## src/rtl/wb_analog_ctrl.sv

```systemverilog
// Wishbone register bank for the analog user project: GPIO drive, input
// synchronisation, edge counting on one selected input and a threshold interrupt.
module wb_analog_ctrl #(
  parameter logic [31:0] BASE_ADR = 32'h3000_0000,
  parameter int          NIO      = 27,
  parameter int          CNT_W    = 16
) (
  input  logic             wb_clk_i,
  input  logic             wb_rst_i,
  input  logic             wbs_cyc_i,
  input  logic             wbs_stb_i,
  input  logic             wbs_we_i,
  input  logic [3:0]       wbs_sel_i,
  input  logic [31:0]      wbs_adr_i,
  input  logic [31:0]      wbs_dat_i,
  output logic             wbs_ack_o,
  output logic [31:0]      wbs_dat_o,
  input  logic [NIO-1:0]   io_in,
  output logic [NIO-1:0]   io_out,
  output logic [NIO-1:0]   io_oeb,
  output logic [2:0]       irq
);
  localparam logic [CNT_W-1:0] CNT_MAX = '1;

  logic             hit, req, ack, wr, clr, w1c, edge_det, pend_set;
  logic             pnd_we, en, irq_en, pend;
  logic [5:0]       pnd_off;
  logic [3:0]       pnd_sel;
  logic [31:0]      pnd_dat, wmask, sync_x, hist_x, rdata;
  logic [4:0]       sel_r;
  logic [NIO-1:0]   out_r, oeb_r, sync1, sync2, hist;
  logic [CNT_W-1:0] cnt, cnt_nxt, thr;
  logic             unused_adr;

  function automatic logic [31:0] merge(input logic [31:0] old, input logic [31:0] d,
                                        input logic [31:0] m);
    return (old & ~m) | (d & m);
  endfunction

  assign unused_adr = &{1'b0, wbs_adr_i[1:0]};
  assign hit   = wbs_adr_i[31:8] == BASE_ADR[31:8];
  assign req   = wbs_cyc_i & wbs_stb_i & hit & ~ack;
  // A write commits at the end of its ack cycle, and only if the master still holds cyc.
  assign wr    = ack & pnd_we & wbs_cyc_i;
  assign wmask = {{8{pnd_sel[3]}}, {8{pnd_sel[2]}}, {8{pnd_sel[1]}}, {8{pnd_sel[0]}}};
  assign clr   = wr && pnd_off == 6'h00 && pnd_sel[0] && pnd_dat[2];
  assign w1c   = wr && pnd_off == 6'h06 && pnd_sel[0] && pnd_dat[0];

  // Widening to 32 bits makes any SEL beyond the GPIO range read a constant 0.
  always_comb begin
    sync_x = '0;
    hist_x = '0;
    sync_x[NIO-1:0] = sync2;
    hist_x[NIO-1:0] = hist;
  end
  assign edge_det = sync_x[sel_r] & ~hist_x[sel_r];

  always_comb begin
    cnt_nxt = cnt;
    if (clr)
      cnt_nxt = '0;
    else if (en && edge_det && cnt != CNT_MAX)
      cnt_nxt = cnt + CNT_W'(1);
  end

  // Pending is raised by the count arriving at THR, not by it resting there.
  assign pend_set = irq_en && thr != '0 && cnt_nxt == thr && cnt_nxt != cnt;

  always_comb begin
    rdata = '0;
    case (pnd_off)
      6'h00:   rdata = {19'b0, sel_r, 6'b0, irq_en, en};
      6'h01:   rdata[NIO-1:0] = out_r;
      6'h02:   rdata[NIO-1:0] = oeb_r;
      6'h03:   rdata[NIO-1:0] = sync2;
      6'h04:   rdata[CNT_W-1:0] = cnt;
      6'h05:   rdata[CNT_W-1:0] = thr;
      6'h06:   rdata[0] = pend;
      default: rdata = '0;
    endcase
  end

  assign wbs_ack_o = ack;
  assign wbs_dat_o = ack ? rdata : '0;
  assign io_out    = out_r;
  assign io_oeb    = oeb_r;
  assign irq       = {2'b00, pend};

  always_ff @(posedge wb_clk_i) begin
    if (wb_rst_i) begin
      ack     <= 1'b0;
      pnd_we  <= 1'b0;
      pnd_off <= '0;
      pnd_sel <= '0;
      pnd_dat <= '0;
      sync1   <= '0;
      sync2   <= '0;
      hist    <= '0;
      cnt     <= '0;
      thr     <= '0;
      pend    <= 1'b0;
      en      <= 1'b0;
      irq_en  <= 1'b0;
      sel_r   <= '0;
      out_r   <= '0;
      oeb_r   <= '1;
    end else begin
      ack <= req;
      if (req) begin
        pnd_we  <= wbs_we_i;
        pnd_off <= wbs_adr_i[7:2];
        pnd_sel <= wbs_sel_i;
        pnd_dat <= wbs_dat_i;
      end
      sync1 <= io_in;
      sync2 <= sync1;
      hist  <= sync2;
      cnt   <= cnt_nxt;
      pend  <= pend_set | (pend & ~w1c);
      if (wr) begin
        case (pnd_off)
          6'h00: begin
            if (pnd_sel[0]) begin
              en     <= pnd_dat[0];
              irq_en <= pnd_dat[1];
            end
            if (pnd_sel[1]) sel_r <= pnd_dat[12:8];
          end
          6'h01:   out_r <= NIO'(merge(32'(out_r), pnd_dat, wmask));
          6'h02:   oeb_r <= NIO'(merge(32'(oeb_r), pnd_dat, wmask));
          6'h05:   thr   <= CNT_W'(merge(32'(thr), pnd_dat, wmask));
          default: ;
        endcase
      end
    end
  end
endmodule

```

## config.mk

```make
export PLATFORM = sky130hd
export DESIGN_NAME = wb_analog_ctrl
export DESIGN_NICKNAME = d
export VERILOG_FILES = /design/src/rtl/wb_analog_ctrl.sv
export SDC_FILE = /design/constraint.sdc
export NUM_CORES = 1
export LEC_CHECK = 0
export CORE_UTILIZATION = 35
export DETAILED_ROUTE_END_ITERATION = 16
export PLACE_DENSITY_LB_ADDON = 0.2
export SLEW_MARGIN = 40
export SYNTH_ARGS = -nofsm -noshare
export SYNTH_HDL_FRONTEND = slang
export SYNTH_SLANG_ARGS = --single-unit
```

## constraint.sdc

```tcl
create_clock -name wb_clk_i -period 7.02 [get_ports wb_clk_i]
set_input_delay 0.702 -clock wb_clk_i [delete_from_list [all_inputs] [get_ports wb_clk_i]]
set_output_delay 0.702 -clock wb_clk_i [all_outputs]
set_load 0.05 [all_outputs]
```

# Yosys cells after proc, flatten, opt, wreduce, memory -nomap -nowiden
# Index checks and enable logic that the tools add are counted.
# word_totals
reg_bits,214
inputBits,100
out_inout_bits,90
elab_cells,75
# op_classes
addsub,1
order_cmp,1
eq_ne,10
muxes,10
bitwise_logic,19
reduce_logical,18
# ops
operator,n
$pmux W15 S6,1
$and A27 B27 Y27,3
$or A27 B27 Y27,2
$pmux W11 S3,1
$mux W16,2
$mux W27,1
$not A27 Y27,1
$eq A24 B22 Y1 const B,1
$eq A6 B3 Y1 const B,3
$add A16 B1 Y16 const B,1
$and A16 B16 Y16,1
$eq A16 B16 Y1,1
$ne A16 B16 Y1,1
$ne A16 B16 Y1 const B,1
$or A16 B16 Y16,1
$reduce_bool A16 Y1,1
$eq A6 B2 Y1 const B,2
$logic_and A1 B1 Y1,11
$bmux W1 S5,2
$and A1 B1 Y1,7
$pmux W1 S7,1
$eq A6 B1 Y1 const B,1
$logic_not A6 Y1,1
$lt A5 B6 Y1 const B,1
other kinds (5),11

# Longest topological paths before layout
# Gate-level depths: netlist of the first run.
# depth
depth_word,12
mapped_depth,13
mapped_depth_nobuf,11

# Least setup slack after synthesis of the first run
# Ideal clock, no wire load.
# synth_timing
path_type,register to output
startpoint,reg pnd_off[5]
endpoint,out wbs_dat_o[12]
arrival_ps,2998
required_ps,6318
slack_ps,3320
path_stages_with_launch,7
path_buffers,1
cell_sequence,dfxtp_1 nor4_1 nand2_1 nor2_1 clkbuf_1 a22oi_1 a21boi_0
# synth_via
elab_chain_cells,3
word_cells_on_any_way,8
cone_classes,eq/ne (5); mux (2); reduce/logical (1)
# synth_lines
element,line,rtl
from (decl),27,logic [5:0] pnd_off;
from (signal assigned),111,pnd_off <= wbs_adr_i[7:2];
$eq A6 B3 Y1 (tied with other cells),71,case (pnd_off)
$pmux W15 S6 (*),71,
$mux W27 (*),84,assign wbs_dat_o = ack ? rdata : '0;
to (decl),17,"output logic [31:0] wbs_dat_o,"
# Every way passes the cells marked *; elsewhere a longest branch is shown, timed or not.

# Final worst setup path of the first run
# layout_timing
startpoint,reg pnd_off[0]
endpoint,out wbs_dat_o[1]
# The elaborated chain is that of the path after synthesis.

==> impl_metrics.tcl, run 1 <==
set metrics [dict create \
    num_vias 7661 \
    tightest_slew_ps 828 \
    p_int_uw 2080 \
    cts_sinks 214 \
    power_density_nw_per_um2 217 \
    fin_nets 1243 \
    relSlewSlack_pct 44.7 \
    dp_hpwl_mm 19.3 \
    end_kind "output port" \
    finalHoldViolCount 0 \
    whs_path_depth 1 \
    cpLargestDelayFamily "buffers and inverters" \
    tritoncts "built" \
    grt_max_degree 120 \
    grt_pass1_vias 7192 \
    ctsHoldBuffers 0 \
    hold_start "sync1[3]" \
    r2r_slack_ps 2720 \
    violations "DRC" \
    ys_seq_area_share_pct 45.9 \
    antenna_found_initial 0 \
    reg2regPathDepth 10 \
    setup_viol_count_final 0 \
    final.period_utilization_pct 66.6 \
    ys_warn_count 0 \
    multi_input_area_sq_um 4730 \
    syn_to_final_growth_pct 29.9 \
    die_area_sq_um 27300 \
    gp_congestion 0.896 \
    fmax_ghz 0.214 \
    coreArea_sq_um 26100 \
    dr.pass1.iters 14 \
    maxCapViolCount 0 \
    cts_max_path_buffers 3 \
    ys.flop_type "dfxtp_1" \
    syn_area_sq_um 9330 \
    cp-start-kind "flip-flop" \
    crit_buf_inv 3 \
    path_common_cell "buf_4" \
    maxSlewViolCount 0 \
    wl_per_cell_um 18.2 \
    antennaDiodeCount 0 \
    grt_overflow 0 \
    dieHeight_um 165 \
    fin_skew_ps 8.43 \
    arrival_ps 3980 \
    vdd_drop_max_v 0.000129 \
    r2r-start "sel_r[2]" \
    synthArstFlopShare_pct 0 \
    cts_buffers 23 \
    drive_above_1_share_pct 7.51 \
    vias_per_cell 5.13 \
    hp-class "flip-flop to flip-flop" \
    cts_resized 0 \
    drt_first_iter_violations 568 \
    pre_cts_ws_ps 2710 \
    seq_area_sq_um 4280 \
    crit_chain "buf_4 > nand2_1 > nor2_1 > buf_4 > a22oi_1 > a21boi_0 > clkdlybuf4s50_1" \
    ys_ff_latch 214 \
    syn_inst 999 \
    required_ps 6320 \
    p_leak_uw 0.00428 \
    portBuffers 175 \
    die-width_um 165 \
    avgSynthCellArea_sq_um 9.34 \
    ant_nets 0 \
    tns_ps 0 \
    crit_type "flip-flop to output port" \
    r2r-end "pend" \
    rows 59 \
    cts_post_setup_buffers_inserted 0 \
    layout_setup_ws_ps 2340 \
    htreeDepth 1 \
    clock_latency_ps 520 \
    slowest_stage "clkdlybuf4s50_1" \
    cts_root_buffer "clkbuf_16" \
    switching_share_pct 21.2 \
    p_comb_share_pct 4.0 \
    io_pins 190 \
    grt.total_usage_pct 19.6 \
    synth-edff-count 0 \
    pwr-share-clk_pct 48.7 \
    wirelength_mm 27.2 \
    outcome "complete, but fails checks" \
    synth.distinct_cells 64 \
    seq_power_share_pct 47.3 \
    drcViolationCount 5 \
    min_to "sync2[3]" \
    max_stage_delay_ps 900 \
    layout_min_cycle_time_ps 4680 \
    p_switching_uw 557 \
    path_max_fanout 23 \
    start_util_pct 35.7 \
    num-fill-cells 2561 \
    path_clk_slew_ps 60 \
    grt_pass1_wl_mm 41.2 \
    rsz0062_at_grt "no" \
]
## placed cells by master (no fill, tap or decap), types with 4 or more instances in the layout
| cell | Yosys | layout |
|---|---|---|
| xnor2_1 | 13 | 13 |
| nor3_1 | 15 | 15 |
| inv_1 | 7 | 7 |
| nor2b_1 | 117 | 117 |
| dfxtp_1 | 214 | 214 |
| nand3_1 | 21 | 21 |
| a22oi_1 | 19 | 19 |
| nand4_1 | 9 | 9 |
| o211ai_1 | 5 | 5 |
| a211o_1 | 28 | 28 |
| mux2i_1 | 98 | 98 |
| a222oi_1 | 9 | 9 |
| clkbuf_16 | 0 | 23 |
| nor3b_1 | 6 | 6 |
| nor2_1 | 142 | 139 |
| and3_1 | 11 | 11 |
| mux2_2 | 19 | 19 |
| clkdlybuf4s50_1 | 0 | 174 |
| nand2b_1 | 11 | 11 |
| nand3b_1 | 5 | 5 |
| or3_1 | 5 | 5 |
| or4_1 | 5 | 5 |
| and4_1 | 4 | 4 |
| a21oi_1 | 25 | 25 |
| nand2_1 | 37 | 37 |
| a221oi_1 | 7 | 7 |
| buf_4 | 8 | 12 |
| o221ai_1 | 4 | 4 |
| o21ai_0 | 12 | 12 |
| a21boi_0 | 7 | 7 |
| nor4_1 | 14 | 13 |
| conb_1 | 1 | 7 |
| clkbuf_8 | 0 | 6 |
## cells in the mapped netlist (6+ instances only)
library cell	n	area, sq um
nor4_1	14	87.6
and3_1	11	68.8
clkbuf_1	57	214
buf_4	8	60.1
a21boi_0	7	52.6
a21oi_1	25	125
o21ai_0	12	60.1
nand4_1	9	56.3
mux2_2	19	214
xnor2_1	13	114
a22oi_1	19	143
mux2i_1	98	981
dfxtp_1	214	4280
a211o_1	28	245
buf_1	6	22.5
nand2b_1	11	68.8
nor2b_1	117	732
nor2_1	142	533
nand3_1	21	105
nor3_1	15	75.1
a221oi_1	7	61.3
nor3b_1	6	45.0
a222oi_1	9	90.1
inv_1	7	26.3
nand2_1	37	139
## kinds of logic (layout without fill, tap and decap cells)
group | Yosys count | after routing | synth area share, %
buf+inv | 83 | 236 | 3.86
xor+xnor | 14 | 14 | 1.31
fa+ha+maj | 1 | 1 | 0.134
compound gates | 148 | 148 | 12.2
other cells | 1 | 7 | 0.0402
simple gates | 421 | 421 | 23.7
mux | 117 | 117 | 12.8
flops | 214 | 214 | 45.9
## per-stage QoR
step                      hold WS [ps]  util, %  power, uW  area [sq um]  cells
after floorplan                    414        -       1320          9350   1005
after global placement             421     43.2       1380         11300   1451
after detailed placement           421     43.2       1380         11300   1451
after CTS                          435     46.3       2660         12100   1492
after global routing               456     46.4       2720         12100   1493
final                              433     46.4       2630         12100   1493
## power groups by stage
| stage | clock (uW) | combinational (uW) | sequential (uW) |
|---|---|---|---|
| final | 1280 | 106 | 1240 |
| after global routing | 1370 | 114 | 1250 |
| after CTS | 1310 | 106 | 1240 |
| after detailed placement | 0 | 106 | 1270 |
| after global placement | 0 | 106 | 1270 |
| after floorplan | 0 | 50.6 | 1260 |
## how the worst max path moves through the flow
stage | from | slack [ps] | cells after the start | end
2_1_floorplan | pnd_off[5] | 3320 | 6 | wbs_dat_o[12]
3_5_place_dp | pnd_off[5] | 2710 | 5 | wbs_dat_o[1]
5_1_grt | pnd_off[0] | 2110 | 7 | wbs_dat_o[1]
4_1_cts | pnd_off[5] | 2100 | 7 | wbs_dat_o[1]
3_3_place_gp | sel_r[2] | 2750 | 10 | pend
6_report | pnd_off[0] | 2340 | 7 | wbs_dat_o[1]
## final cells by class
| cell class | instances | share of cell area [%] |
|---|---|---|
| timing repair buffer | 188 | 15.3 |
| multi-input combinational | 708 | 39.0 |
| clock inverter | 9 | 1.16 |
| inverter | 7 | 0.217 |
| clock buffer | 32 | 5.52 |
| tap | 335 | 3.46 |
| sequential | 214 | 35.3 |
## layer usage
layer | up-vias | track usage (%) | part of all wire (%)
met1 | 3588 | 25.3 | 44
met3 | 56 | 4.55 | 6.1
met5 | - | 0 | 0
met4 | 0 | 5.30 | 2.4
met2 | 219 | 32.6 | 48
li1 | 3798 | - | -
(Power assumes the default switching activity.)
==> run 2, diff against run 1 <==
Clock period 7.02 ns to 4.4 ns, I/O delays scaled along.
==> impl_metrics.tcl, run 2 (synthesis results as in run 1) <==
set metrics [dict create \
    cts_root_buffer "clkbuf_16" \
    final_common_cell "dfxtp_1" \
    p_leak_uw 0.00441 \
    clock_latency_ps 510 \
    final.period_utilization_pct 87.1 \
    vias_per_cell 5.18 \
    num-fill-cells 2562 \
    cts_max_path_buffers 3 \
    crit_type "flip-flop to flip-flop" \
    coreArea_sq_um 26100 \
    outcome "complete, but fails checks" \
    cts_post_setup_buffers_inserted 0 \
    cts_resized 0 \
    ctsHoldBuffers 0 \
    die_area_sq_um 27300 \
    drt_first_iter_violations 464 \
    fmax_ghz 0.261 \
    arrival_ps 4260 \
    gp_congestion 0.927 \
    drive_above_1_share_pct 10.1 \
    pwr-share-clk_pct 49.6 \
    cp-startpoint "sel_r[2]" \
    final_core_util_pct 46.9 \
    rows 59 \
    wl_per_cell_um 18.7 \
    power_density_nw_per_um2 349 \
    rsz0062_at_grt "no" \
    end_kind "flip-flop" \
    p_comb_share_pct 4.0 \
    hold_start "wb_rst_i" \
    cts_sinks 214 \
    grt.total_usage_pct 20.3 \
    final_cell_mix "dfxtp_1 (214), clkdlybuf4s50_1 (158), nor2_1 (140)" \
    reg2regPathDepth 11 \
    path_clk_slew_ps 60 \
    dp_hpwl_mm 20.1 \
    start_util_pct 35.7 \
    r2r_slack_ps 570 \
    relSlewSlack_pct 49.1 \
    wirelength_mm 28.2 \
    dr.pass1.iters 11 \
    tightest_slew_ps 762 \
    seq_area_sq_um 4280 \
    tns_ps 0 \
    grt_max_degree 133 \
    drcViolationCount 5 \
    required_ps 4830 \
    setup_viol_count_final 0 \
    hp-class "input port to flip-flop" \
    tritoncts "built" \
    syn_to_final_growth_pct 31.2 \
    io_pins 190 \
    fin_nets 1256 \
    portBuffers 175 \
    die-width_um 165 \
    cts_buffers 24 \
    seq_power_share_pct 46.4 \
    switching_share_pct 21.0 \
    fin_skew_ps 8.45 \
    ant_nets 0 \
    dieHeight_um 165 \
    path_max_fanout 12 \
    antenna_found_initial 0 \
    num_vias 7804 \
    finalHoldViolCount 0 \
    maxCapViolCount 0 \
    p_switching_uw 897 \
    p_int_uw 3380 \
    violations "DRC" \
    cp-start-kind "flip-flop" \
    layout_min_cycle_time_ps 3830 \
    grt_overflow 0 \
    antennaDiodeCount 0 \
    vdd_drop_max_v 0.000241 \
    whs_path_depth 2 \
    htreeDepth 1 \
    grt_pass1_wl_mm 42.5 \
    grt_pass1_vias 7447 \
    multi_input_area_sq_um 4720 \
    maxSlewViolCount 0 \
    r2r-start "sel_r[2]" \
    r2r-end "pend" \
]
run 2: cell types whose count changed in the layout (fill, tap and decap cells not counted), moves of 2 or more:
cell	change
buf_4	+27
clkbuf_1	-2
clkbuf_16	+2
clkdlybuf4s50_1	-16
clkinv_2	+3
run 2: power by group through the flow:
| stage | logic [uW] | clock network (uW) | registers [uW] |
|---|---|---|---|
| global route | 186 | 2260 | 1990 |
| floorplan | 80.7 | 0 | 2020 |
| detailed placement | 170 | 0 | 2030 |
| global placement | 169 | 0 | 2030 |
| finish | 172 | 2120 | 1990 |
| CTS | 171 | 2180 | 1990 |
run 2: how the worst max path moves through the flow:
stage               cells past startpoint  slack [ps]       endpoint
finish                                 11         570           pend
global route                           11         330           pend
CTS                                    10         580           pend
detailed placement                     10         600           pend
global placement                       10         600           pend
floorplan                               6         960  wbs_dat_o[12]
run 2: area by class of cell:
class	count	share of cell area [%]
inverters	7	0.215
clock buffers	32	5.81
clock inverters	12	1.18
well taps	335	3.42
flip-flops and latches	214	35.0
repair buffers	200	15.8
multi-input cells	708	38.6
run 2: routing by layer:
layer | global-route usage [%] | part of all wire (%) | vias up
met5 | 0 | 0 | -
met4 | 5.67 | 2.0 | 0
met3 | 4.12 | 6.2 | 39
met2 | 34.0 | 48 | 222
met1 | 26.2 | 44 | 3718
li1 | - | - | 3825
run 2: metrics by stage:
step / power (uW) / hold WS [ps] / setup slack (ps) / cell area [sq um] / cells
after floorplan: 2100 / 414 / 962 / 9350 / 1005
after global placement: 2200 / 419 / 603 / 11400 / 1463
after detailed placement: 2200 / 420 / 600 / 11400 / 1463
after CTS: 4340 / 435 / 583 / 12200 / 1507
after global routing: 4430 / 233 / 327 / 12200 / 1508
final: 4280 / 240 / 570 / 12200 / 1508
run 2: worst max-delay path: stages, from the launching register on:
cell and delay [ps]:
dfxtp_1 420, or3b_2 510, a32oi_1 220, o2111ai_1 120, or4_1 620, buf_4 270
a2111oi_2 340, xnor2_1 160, o21ai_0 180, o211ai_1 150, or4_1 530, o31ai_1 230
==> run 3, diff against run 2 <==
Settings changed: GPL_ROUTABILITY_DRIVEN set to 0, TNS_END_PERCENT set to 30.
==> impl_metrics.tcl, run 3 (synthesis results as in run 1) <==
set metrics [dict create \
    final_cell_mix "dfxtp_1 (214), clkdlybuf4s50_1 (158), nor2_1 (140)" \
    path_common_cell "or4_1" \
    p_leak_uw 0.00438 \
    cpLargestDelayFamily "simple AND/OR/NAND/NOR gates" \
    antennaDiodeCount 0 \
    setup_viol_count_final 0 \
    clock_latency_ps 530 \
    cts_max_path_buffers 3 \
    htreeDepth 1 \
    power.total_uw 4240 \
    cts_resized 0 \
    coreArea_sq_um 26100 \
    required_ps 4840 \
    fin_skew_ps 18.5 \
    tightest_slew_ps 801 \
    num_vias 7741 \
    grt_pass1_wl_mm 41.3 \
    violations "DRC" \
    rows 59 \
    fin_nets 1253 \
    top_layer_used "met4" \
    end_kind "flip-flop" \
    grt_overflow 0 \
    hp-class "flip-flop to flip-flop" \
    ctsHoldBuffers 0 \
    wl_met1_mm 11.7 \
    die_area_sq_um 27300 \
    vdd_drop_max_v 0.000229 \
    path_max_fanout 16 \
    dieHeight_um 165 \
    cts_buffers 24 \
    fmax_ghz 0.259 \
    wl_per_cell_um 17.9 \
    tritoncts "built" \
    arrival_ps 4300 \
    grt_max_degree 103 \
    io_pins 190 \
    cts_post_setup_buffers_inserted 0 \
    drt_first_iter_violations 484 \
    tns_ps 0 \
    layout_min_cycle_time_ps 3860 \
    crit_buf_inv 1 \
    power_density_nw_per_um2 348 \
    crit_chain "or3b_2 > a32oi_1 > o2111ai_1 > or4_1 > buf_4 > a2111oi_2 > xnor2_1 > o21ai_0 > o211ai_1 > or4_1 > o31ai_1" \
    slowest_stage "or4_1" \
    worst-path-stages 11 \
    final.period_utilization_pct 87.7 \
    grt.total_usage_pct 19.5 \
    rsz0062_at_grt "no" \
    path_clk_slew_ps 60 \
    maxCapViolCount 0 \
    wl_met2_mm 13.2 \
    wirelength_mm 27.0 \
    max_stage_delay_ps 600 \
    maxSlewViolCount 0 \
    drive_above_1_share_pct 9.50 \
    dp_hpwl_mm 19.4 \
    final_common_cell "dfxtp_1" \
    dr.pass1.iters 12 \
    portBuffers 175 \
    grt_pass1_vias 7164 \
    antenna_found_initial 0 \
    wl_met3_mm 1.53 \
    relSlewSlack_pct 46.6 \
    outcome "complete, but fails checks" \
    vias_per_cell 5.15 \
    cp-start-kind "flip-flop" \
    whs_path_depth 1 \
    start_util_pct 35.7 \
    reg2regPathDepth 11 \
    ant_nets 0 \
    cts_sinks 214 \
    die-width_um 165 \
    cts_root_buffer "clkbuf_16" \
    drcViolationCount 5 \
    finalHoldViolCount 0 \
    crit_type "flip-flop to flip-flop" \
    syn_to_final_growth_pct 30.6 \
]
run 3: cell count changes in the layout (fill, tap and decap cells not counted), sizes merged:
cell      previous run  this run
clkbuf              32        34
clkinvlp             2         0
clkinv               7         6
buf                 42        39
run 3: worst paths after layout:
kind	start	end	slack (ps)
worst max-delay path	sel_r[2]	pend	540
worst min-delay path	sync1[1]	sync2[1]	430
worst max register to register	sel_r[2]	pend	540
worst min register to register	sync1[1]	sync2[1]	430
run 3: where the power goes:
part           internal, uW  switching (uW)  total (uW)
logic                  98.4            67.2         166
registers              1970            18.1        1990
clock network          1280             803        2090
run 3: routing by layer:
layer,vias to the layer above,GRT usage (%)
met5,-,0
met4,0,4.84
met3,32,2.67
met2,237,32.8
met1,3662,26.1
li1,3810,-
run 3: final cells by class:
type,instances,area [sq um]
clock inverter,9,145
tap,335,419
clock buffer,34,698
multi-input combinational,708,4720
timing repair buffer,197,1890
fill,2603,13900
sequential,214,4280
inverter,7,26.3
run 3: per-stage QoR:
stage / std cells / setup slack (ps) / instance area, sq um / hold WS [ps] / util, %
finish: 1504 / 543 / 12200 / 434 / 46.6
global route: 1504 / 309 / 12200 / 446 / 46.6
CTS: 1504 / 541 / 12200 / 432 / 46.6
detailed placement: 1461 / 575 / 11300 / 423 / 43.4
global placement: 1461 / 592 / 11300 / 420 / 43.4
floorplan: 1005 / 962 / 9350 / 414 / -
